--- config.mk ---
export PLATFORM = sky130hd
export DESIGN_NAME = fifo_buffer_param
export DESIGN_NICKNAME = d
export VERILOG_FILES = /design/src/rtl/fifo_pkg.sv /design/src/rtl/fifo_ram_sp.sv /design/src/rtl/fifo_buffer_param.sv
export SDC_FILE = /design/constraint.sdc
export NUM_CORES = 1
export LEC_CHECK = 0
export BUFFER_PORTS_ARGS = -buffer_cell sky130_fd_sc_hd__buf_2
export CAP_MARGIN = 10
export CORE_MARGIN = 5
export CORE_UTILIZATION = 45
export DETAILED_ROUTE_END_ITERATION = 6
export SKIP_LAST_GASP = 1
export SYNTH_ARGS = -nofsm -noshare
export SYNTH_HDL_FRONTEND = slang
export SYNTH_SLANG_ARGS = --single-unit
export TNS_END_PERCENT = 5
--- constraint.sdc ---
create_clock -name Clk -period 3.1 [get_ports Clk]
set_input_delay 0.31 -clock Clk [delete_from_list [all_inputs] [get_ports Clk]]
set_output_delay 0.31 -clock Clk [all_outputs]
set_load 0.01 [all_outputs]
--- src/rtl/fifo_pkg.sv ---
// ---------------------------------------------------------------------------
// fifo_pkg
// Shared definitions for the parametrised FIFO buffer family.
//   DEF_DATA_W / DEF_DEPTH : default word width and entry count
//   addr_width(depth)      : bits needed to address 'depth' entries
//   cnt_width(depth)       : pointer/occupancy width, one wrap bit above the
//                            address so that 0..depth fits without ambiguity
// ---------------------------------------------------------------------------
package fifo_pkg;

    localparam int DEF_DATA_W = 4;
    localparam int DEF_DEPTH  = 8;

    // A depth of one would give a zero-width address, so clamp to one bit.
    function automatic int addr_width(input int depth);
        return (depth <= 1) ? 1 : $clog2(depth);
    endfunction

    function automatic int cnt_width(input int depth);
        return addr_width(depth) + 1;
    endfunction

endpackage

--- src/rtl/fifo_ram_sp.sv ---
// ---------------------------------------------------------------------------
// fifo_ram_sp
// DEPTH x DATA_W register array with a synchronous write port and a
// registered, read-enabled output. The storage itself has no reset so it can
// map onto distributed RAM; only the output register is reset/cleared.
// Ports:
//   clk, rst       : clock and asynchronous active-high reset (output reg only)
//   clr            : synchronous clear of the output register
//   wr_en/wr_addr/wr_data : write port
//   rd_en/rd_addr  : read request, data appears on rd_data after the edge
//   rd_data        : registered read data, holds when rd_en is low
// ---------------------------------------------------------------------------
module fifo_ram_sp
    import fifo_pkg::*;
#(
    parameter int DATA_W = DEF_DATA_W,
    parameter int DEPTH  = DEF_DEPTH
) (
    input  logic                          clk,
    input  logic                          rst,
    input  logic                          clr,
    input  logic                          wr_en,
    input  logic [addr_width(DEPTH)-1:0]  wr_addr,
    input  logic [DATA_W-1:0]             wr_data,
    input  logic                          rd_en,
    input  logic [addr_width(DEPTH)-1:0]  rd_addr,
    output logic [DATA_W-1:0]             rd_data
);

    logic [DATA_W-1:0] mem [DEPTH];
    logic [DATA_W-1:0] rd_data_d;
    logic [DATA_W-1:0] rd_data_q;

    // Storage array: plain synchronous write, no reset so contents survive
    // reset and the array stays RAM-inferable.
    always_ff @(posedge clk) begin
        if (wr_en) begin
            mem[wr_addr] <= wr_data;
        end
    end

    // The read samples mem before this edge's write lands, so a read and a
    // write to the same address in one cycle returns the old word.
    always_comb begin
        rd_data_d = rd_data_q;
        if (clr) begin
            rd_data_d = '0;
        end else if (rd_en) begin
            rd_data_d = mem[rd_addr];
        end
    end

    // Output register with asynchronous reset.
    always_ff @(posedge clk or posedge rst) begin
        if (rst) begin
            rd_data_q <= '0;
        end else begin
            rd_data_q <= rd_data_d;
        end
    end

    assign rd_data = rd_data_q;

endmodule

--- src/rtl/fifo_buffer_param.sv ---
// ---------------------------------------------------------------------------
// fifo_buffer_param
// Single-clock parametrised FIFO with occupancy count, programmable
// almost-full/almost-empty flags and sticky overflow/underflow errors.
// Ports:
//   Clk, Rst       : clock, asynchronous active-high reset
//   EN             : global enable, nothing changes (not even CLR) when low
//   CLR            : synchronous flush, wins over RD/WR
//   WR, dataIn     : write request and data
//   RD, dataOut    : read request and registered read data (1-cycle latency)
//   EMPTY, FULL, ALMOST_EMPTY, ALMOST_FULL : decodes of registered COUNT
//   COUNT          : occupancy 0..DEPTH
//   OVERFLOW, UNDERFLOW : sticky, cleared only by Rst or CLR
// ---------------------------------------------------------------------------
module fifo_buffer_param
    import fifo_pkg::*;
#(
    parameter int DATA_W    = DEF_DATA_W,
    parameter int DEPTH     = DEF_DEPTH,
    parameter int AF_THRESH = DEPTH - 2,
    parameter int AE_THRESH = 1
) (
    input  logic                         Clk,
    input  logic                         Rst,
    input  logic                         EN,
    input  logic                         CLR,
    input  logic                         WR,
    input  logic                         RD,
    input  logic [DATA_W-1:0]            dataIn,
    output logic [DATA_W-1:0]            dataOut,
    output logic                         EMPTY,
    output logic                         FULL,
    output logic                         ALMOST_EMPTY,
    output logic                         ALMOST_FULL,
    output logic [cnt_width(DEPTH)-1:0]  COUNT,
    output logic                         OVERFLOW,
    output logic                         UNDERFLOW
);

    localparam int ADDR_W = addr_width(DEPTH);
    localparam int CNT_W  = cnt_width(DEPTH);

    localparam logic [CNT_W-1:0] FULL_LVL = CNT_W'(DEPTH);
    localparam logic [CNT_W-1:0] AF_LVL   = CNT_W'(AF_THRESH);
    localparam logic [CNT_W-1:0] AE_LVL   = CNT_W'(AE_THRESH);
    localparam logic [CNT_W-1:0] PTR_STEP = CNT_W'(1);

    logic [CNT_W-1:0] wr_ptr_q, wr_ptr_d;
    logic [CNT_W-1:0] rd_ptr_q, rd_ptr_d;
    logic [CNT_W-1:0] count;
    logic             ovf_q, ovf_d;
    logic             unf_q, unf_d;
    logic             active;
    logic             flush;
    logic             wr_acc;
    logic             rd_acc;

    // Occupancy is the modulo difference of the wrap-bit pointers, so a full
    // FIFO (pointers equal in address, differing in wrap bit) reads as DEPTH.
    assign count        = wr_ptr_q - rd_ptr_q;
    assign COUNT        = count;
    assign EMPTY        = (count == '0);
    assign FULL         = (count == FULL_LVL);
    assign ALMOST_EMPTY = (count <= AE_LVL);
    assign ALMOST_FULL  = (count >= AF_LVL);
    assign OVERFLOW     = ovf_q;
    assign UNDERFLOW    = unf_q;

    // Accept decisions. A write into a full FIFO is still taken when a read
    // frees the head slot in the same cycle; a read of an empty FIFO is
    // never taken, even if a write arrives alongside it.
    always_comb begin
        active = EN & ~CLR;
        flush  = EN & CLR;
        wr_acc = active & WR & (~FULL | RD);
        rd_acc = active & RD & ~EMPTY;
    end

    // Next-state for pointers and sticky error flags. Flush zeroes
    // everything; otherwise each side advances independently and any
    // request that was refused latches its error flag.
    always_comb begin
        wr_ptr_d = wr_ptr_q;
        rd_ptr_d = rd_ptr_q;
        ovf_d    = ovf_q;
        unf_d    = unf_q;
        if (flush) begin
            wr_ptr_d = '0;
            rd_ptr_d = '0;
            ovf_d    = 1'b0;
            unf_d    = 1'b0;
        end else begin
            if (wr_acc) begin
                wr_ptr_d = wr_ptr_q + PTR_STEP;
            end
            if (rd_acc) begin
                rd_ptr_d = rd_ptr_q + PTR_STEP;
            end
            if (active && WR && !wr_acc) begin
                ovf_d = 1'b1;
            end
            if (active && RD && !rd_acc) begin
                unf_d = 1'b1;
            end
        end
    end

    // Control state registers with asynchronous reset.
    always_ff @(posedge Clk or posedge Rst) begin
        if (Rst) begin
            wr_ptr_q <= '0;
            rd_ptr_q <= '0;
            ovf_q    <= 1'b0;
            unf_q    <= 1'b0;
        end else begin
            wr_ptr_q <= wr_ptr_d;
            rd_ptr_q <= rd_ptr_d;
            ovf_q    <= ovf_d;
            unf_q    <= unf_d;
        end
    end

    fifo_ram_sp #(
        .DATA_W (DATA_W),
        .DEPTH  (DEPTH)
    ) u_ram (
        .clk     (Clk),
        .rst     (Rst),
        .clr     (flush),
        .wr_en   (wr_acc),
        .wr_addr (wr_ptr_q[ADDR_W-1:0]),
        .wr_data (dataIn),
        .rd_en   (rd_acc),
        .rd_addr (rd_ptr_q[ADDR_W-1:0]),
        .rd_data (dataOut)
    );

endmodule

# Word level (Yosys, flattened, before mapping)
# Memories as Yosys holds them, arrays and structs flattened.
# Index checks and enable logic that the tools add are counted.
[totals]
ff_bits = 14
ram_bits = 32
inputBits = 10
output_inout_bits = 14
word_cells = 45
memories = 1
[classes]
add_sub_neg = 3
magnitude_cmp = 2
n_eq_ne = 1
muxes = 12
n_bitwise = 10
reduce_logical = 11
[mem_list]
columns = ["name", "words", "word_bits", "read_ports", "rd_ports_with_merged_regs", "wr", "line", "text"]
rows = [
  ["u_ram.mem", 8, 4, 1, 0, 1, "fifo_ram_sp.sv:30", "logic [DATA_W-1:0] mem [DEPTH];"],
]
[op_table]
columns = ["cell", "n"]
rows = [
  ["two-way mux 4 bit", 6],
  ["adder 4 x 1 -> 4 bit, second input constant", 2],
  ["nonzero test 2 bit", 4],
  ["AND 1 bit", 6],
  ["two-way mux 1 bit", 6],
  ["== test 4 bit, second input constant", 1],
  ["greater-or-equal comparator 4 x 3 -> 1 bit, second input constant", 1],
  ["<= comparator 4 x 1 -> 1 bit, second input constant", 1],
  ["logical AND 1 bit", 4],
  ["logical NOT 4 bit", 1],
  ["subtractor 4 bit", 1],
  ["inverter 1 bit", 3],
  ["logical NOT 1 bit", 2],
  ["OR 1 bit", 1],
]

# Logic depth before layout (Yosys ltp)
[depth]
depth_word = 9
depth_mapped = 10
mapped_depth_nobuf = 9

# By module
# A second synthesis with hierarchy kept.
[hier_totals]
cells_unflattened = 162
area_unflattened_um2 = 2169.6
[modules_own_cells]
columns = ["mod", "n_inst", "cells_per_inst", "area_each_um2", "seq_area_each_um2"]
rows = [
  ["fifo_ram_sp", 1, 85, 1443.9, 1061.0],
  ["fifo_buffer_param", 1, 77, 725.7, 250.2],
]

# Worst setup path after synthesis
# Ideal clock, no wire load.
[synth_path]
path_type = "reg2reg"
start = "register rd_ptr_q[1]"
end = "memory u_ram.mem[1][0] (netlist name), enable pin"
setup_time_ns = 0.377
t_arrival_ns = 2.394
required_time_ns = 2.723
setup_slack_ns = 0.329
path_stages_with_launch = 9
path_buffers = 1
period_less_slack_ns = 2.771
path_cell_list = "dfrtp_1 clkbuf_1 inv_1 ha_1 and3b_2 nor3_1 or4_4 nand2_4 nor4_1"
[synth_between]
elab_chain_cells = 7
[synth_rtl]
columns = ["item", "line", "text"]
rows = [
  ["from (decl)", "fifo_buffer_param.sv:49", "logic [CNT_W-1:0] rd_ptr_q, rd_ptr_d;"],
  ["from (signal assigned)", "fifo_buffer_param.sv:117", "rd_ptr_q <= rd_ptr_d;"],
  ["subtractor 4 bit", "fifo_buffer_param.sv:60", "assign count = wr_ptr_q - rd_ptr_q;"],
  ["== test 4 bit", "fifo_buffer_param.sv:63", "assign FULL = (count == FULL_LVL);"],
  ["inverter 1 bit", "fifo_buffer_param.sv:75", "wr_acc = active & WR & (~FULL | RD);"],
  ["OR 1 bit", "fifo_buffer_param.sv:75", ""],
  ["AND 1 bit", "fifo_buffer_param.sv:75", ""],
  ["two-way mux 1 bit", "fifo_ram_sp.sv:37", "if (wr_en) begin"],
  ["two-way mux 1 bit (not written as such)", "fifo_ram_sp.sv:38", "mem[wr_addr] <= wr_data;"],
  ["to (decl)", "fifo_ram_sp.sv:30", ""],
]
# Every way passes these cells.

# Final worst setup path
[layout_path]
start = "register wr_ptr_q[0]"
end = "memory u_ram.mem[5][0] (netlist name), enable pin"
[layout_between]
elab_chain_cells = 7
[layout_rtl]
columns = ["item", "line", "text"]
rows = [
  ["from (decl)", "fifo_buffer_param.sv:48", "logic [CNT_W-1:0] wr_ptr_q, wr_ptr_d;"],
  ["from (signal assigned)", "fifo_buffer_param.sv:116", "wr_ptr_q <= wr_ptr_d;"],
  ["subtractor 4 bit", "fifo_buffer_param.sv:60", ""],
  ["== test 4 bit", "fifo_buffer_param.sv:63", ""],
  ["inverter 1 bit", "fifo_buffer_param.sv:75", ""],
  ["OR 1 bit", "fifo_buffer_param.sv:75", ""],
  ["AND 1 bit", "fifo_buffer_param.sv:75", ""],
  ["two-way mux 1 bit", "fifo_ram_sp.sv:37", ""],
  ["two-way mux 1 bit (not written as such)", "fifo_ram_sp.sv:38", ""],
]
# Parallel ways exist; a longest one is shown, timed or not.

==> results.yml <==
worst_setup_path:
  cp_data_required_time_ns: 3.03
  rr_startpoint: "wr_ptr_q[0]$_DFFE_PP0P_"
  setup.worst_path.start: "wr_ptr_q[0]$_DFFE_PP0P_"
  worst_setup_path_start_kind: "flop"
  end_kind: "flop"
  worstPathArrival_ns: 2.78
  worst-path-max-fanout: 7
  crit_type: "flop to flop"
floorplanning:
  rows: 25
  die_width_um: 78.89
  chipHeight_um: 78.89
  die_area_um2: 6224
  num_io_pins: 24
  start_util: 0.4583
  core_um2: 4661
clock_tree:
  root_buffer: "clkbuf_8"
  post_cts_buffers: 0
  clock_sinks: 46
  h-tree-depth: 2
  cts-hold-fix-buffers: 0
  cts.reportedPaths.clkPinSlew_ns: 0.09
  ctsResizeCount: 0
  insertion_delay_ns: 0.29
  cts_tree: "built"
  numCtsBuffers: 5
  cts_max_path_buffers: 2
yosys:
  syn_inst: 164
  ys_seq_elements: 46
  synth_cell_types: 34
  synth.cell_area_um2: 2136
  avgSynthCellArea_um2: 13.02
  yosysSeqAreaShare: 0.6139
  syn_nets: 180
  ys.warnings.count: 0
route:
  antenna_left: 0
  dr.pass1.iters: 4
  wl_mm: 4.338
  vias_per_cell: 5.532
  drc: 0
  wl_per_cell_um: 17.35
  vias: 1383
  drtIter0Drc: 80
final_layout:
  drive_above_1_share: 0.2755
  nets: 211
  design_area_um2: 2436
  n_antenna_cell: 0
  syn_to_final_growth_pct: 14.06
  fill_cells: 405
global_route:
  grt_max_degree: 16
  gr-usage-all-layers: 0.1536
  grt_overflow: 0
  busiest_layer: "met2"
  grtUsageMet1: 0.1923
  met2_usage: 0.2598
  grt_pass1_wl_mm: 7.141
  use_met3: 0.03061
  grt_pass1_vias: 1465
  antenna_found_initial: 0
sta:
  worst_slack_ns: 0.2475
  slew_headroom: 0.4829
  setup_tns_ns: 0
  post-route-min-period_ns: 2.852
  worst-slew-pin-transition_ns: 0.7686
  rsz0062_at_grt: "false"
  finalMaxSlewViolations: 0
  skew_ns: 0.008526
  fmax_ghz: 0.3506
  setup_violations: 0
  hold_viol_final: 0
  finalCritPeriodShare: 0.9201
job:
  max_cap_violations: 0
place:
  gp_congestion: 0.7854
  portBuffers: 23
  dpl_cell_area_um2: 2346
  hpwl_mm: 3.353
  dp_slack_ns: 0.2289
worst_hold_path:
  hp-class: "input port to asynchronous set/reset pin"
power:
  leakagePower_nw: 1.009
  p_switching_uw: 605.5
  seqPwrFrac: 0.425
  power.share.combinational: 0.373
  ir_worst_vdd_uv: 343.0
  swShare: 0.3447
  power_density_nw_per_um2: 721.2
  internal-power_mw: 1.151
  p_clk_frac: 0.202
status:
  status: "finished, final reports clean"
-- final timing paths --
check	to	slack (ns)	depth (start not counted)
worst max-delay path	u_ram.mem[5][0]$_DFFE_PP_	0.25	9
min in group Clk	u_ram.mem[2][2]$_DFFE_PP_	0.33	1
max in group asynchronous	wr_ptr_q[1]$_DFFE_PP0P_	2.66	2
worst min-delay path	u_ram.rd_data[0]$_DFFE_PP0P_	0.06	2
worst min register to register	UNDERFLOW$_DFFE_PP0P_	0.49	1
worst max register to register	u_ram.mem[5][0]$_DFFE_PP_	0.25	9
-- layer usage --
metal	wire length (um)	vias up
met5	0	-
met4	61	0
met3	151	7
met2	2315	30
met1	1811	695
li1	-	651
-- logic make-up after synthesis --
group	share of synthesized area
adders and majority gates	0.03866
xor gates and xnor gates	0.01992
buffers and inverters	0.02753
and+or+nand+nor	0.1453
muxes	0.1125
AOI/OAI and AO/OA	0.04219
DFF	0.6139
-- synth_stat cells (all sizes together) --
| master | n | area share |
|---|---|---|
| nand3 | 5 | 0.014 |
| edfxtp | 32 | 0.45 |
| a21o | 1 | 0.0041 |
| nor4 | 1 | 0.0029 |
| nor3 | 9 | 0.021 |
| a22o | 1 | 0.0041 |
| nand4 | 1 | 0.0029 |
| o22ai | 1 | 0.0029 |
| nand3b | 2 | 0.0070 |
| and2 | 1 | 0.0029 |
| or3 | 1 | 0.0029 |
| mux2i | 6 | 0.028 |
| nand2 | 31 | 0.058 |
| o21a | 1 | 0.0035 |
| fa | 1 | 0.0094 |
| ha | 5 | 0.029 |
| a31o | 1 | 0.0041 |
| dfrtp | 14 | 0.16 |
| xor2 | 1 | 0.0041 |
| inv | 9 | 0.016 |
| mux4 | 8 | 0.084 |
| or4 | 1 | 0.0053 |
| nor2 | 11 | 0.019 |
| and3b | 2 | 0.0088 |
| o21ai | 4 | 0.0094 |
| o31a | 1 | 0.0047 |
| buf | 2 | 0.0047 |
| a21oi | 4 | 0.0094 |
| xnor2 | 3 | 0.016 |
| clkbuf | 4 | 0.0070 |
-- state kept, by name, summed over array words and instances, names as in the netlist --
signal         flops
u_ram.mem         32
rd_ptr_q           4
u_ram.rd_data      4
wr_ptr_q           4
OVERFLOW           1
UNDERFLOW          1
-- placed cells by master, fill, tap and decap left out, types with 2 or more instances in the layout --
cell type | synthesis | final
buf_2 | 2 | 23
dfrtp_1 | 14 | 14
nor2_1 | 11 | 11
a21oi_1 | 4 | 4
mux4_2 | 8 | 8
xnor2_1 | 2 | 2
edfxtp_1 | 32 | 32
clkbuf_8 | 0 | 5
buf_4 | 0 | 7
nor3_1 | 9 | 9
nand3b_1 | 2 | 2
nand3_1 | 4 | 4
inv_1 | 9 | 9
ha_1 | 5 | 5
o21ai_0 | 4 | 4
mux2i_1 | 6 | 6
nand2_1 | 30 | 30
-- metrics by stage --
stage | std cells | utilization | hold WS [ns] | total power, mW
2_1_floorplan | 164 | - | 0.1992 | 1.196
3_3_place_gp | 242 | 0.5034 | 0.3873 | 1.396
3_5_place_dp | 242 | 0.5034 | 0.4076 | 1.421
4_1_cts | 250 | 0.5227 | 0.08314 | 1.776
5_1_grt | 250 | 0.5227 | 0.09644 | 1.866
6_report | 250 | 0.5227 | 0.05707 | 1.757
-- power groups by stage --
stage | Sequential [mW] | Clock (mW) | Combinational [mW]
2_1_floorplan | 0.768 | 0 | 0.428
3_3_place_gp | 0.757 | 0 | 0.639
3_5_place_dp | 0.760 | 0 | 0.661
4_1_cts | 0.747 | 0.368 | 0.661
5_1_grt | 0.753 | 0.392 | 0.721
6_report | 0.746 | 0.355 | 0.656
-- area by class of cell --
cell class	instances	area, um2	share of cell area
flip-flops and latches	46	1311	0.5383
well taps	54	67.56	0.02773
repair buffers	30	167.7	0.06882
clock inverters	3	21.27	0.008731
multi-input cells	103	765.7	0.3143
clock buffers	5	68.82	0.02825
inverters	9	33.78	0.01387
-- worst max-delay path, cell delays in order, from the launching register on --
cell	delay, ns
dfrtp_1	0.45
inv_1	0.14
ha_1	0.18
inv_1	0.07
fa_1	0.44
xnor2_2	0.18
nand3_2	0.13
or4_4	0.18
nand3_1	0.15
nor3_1	0.56
(Power assumes the default switching activity.)
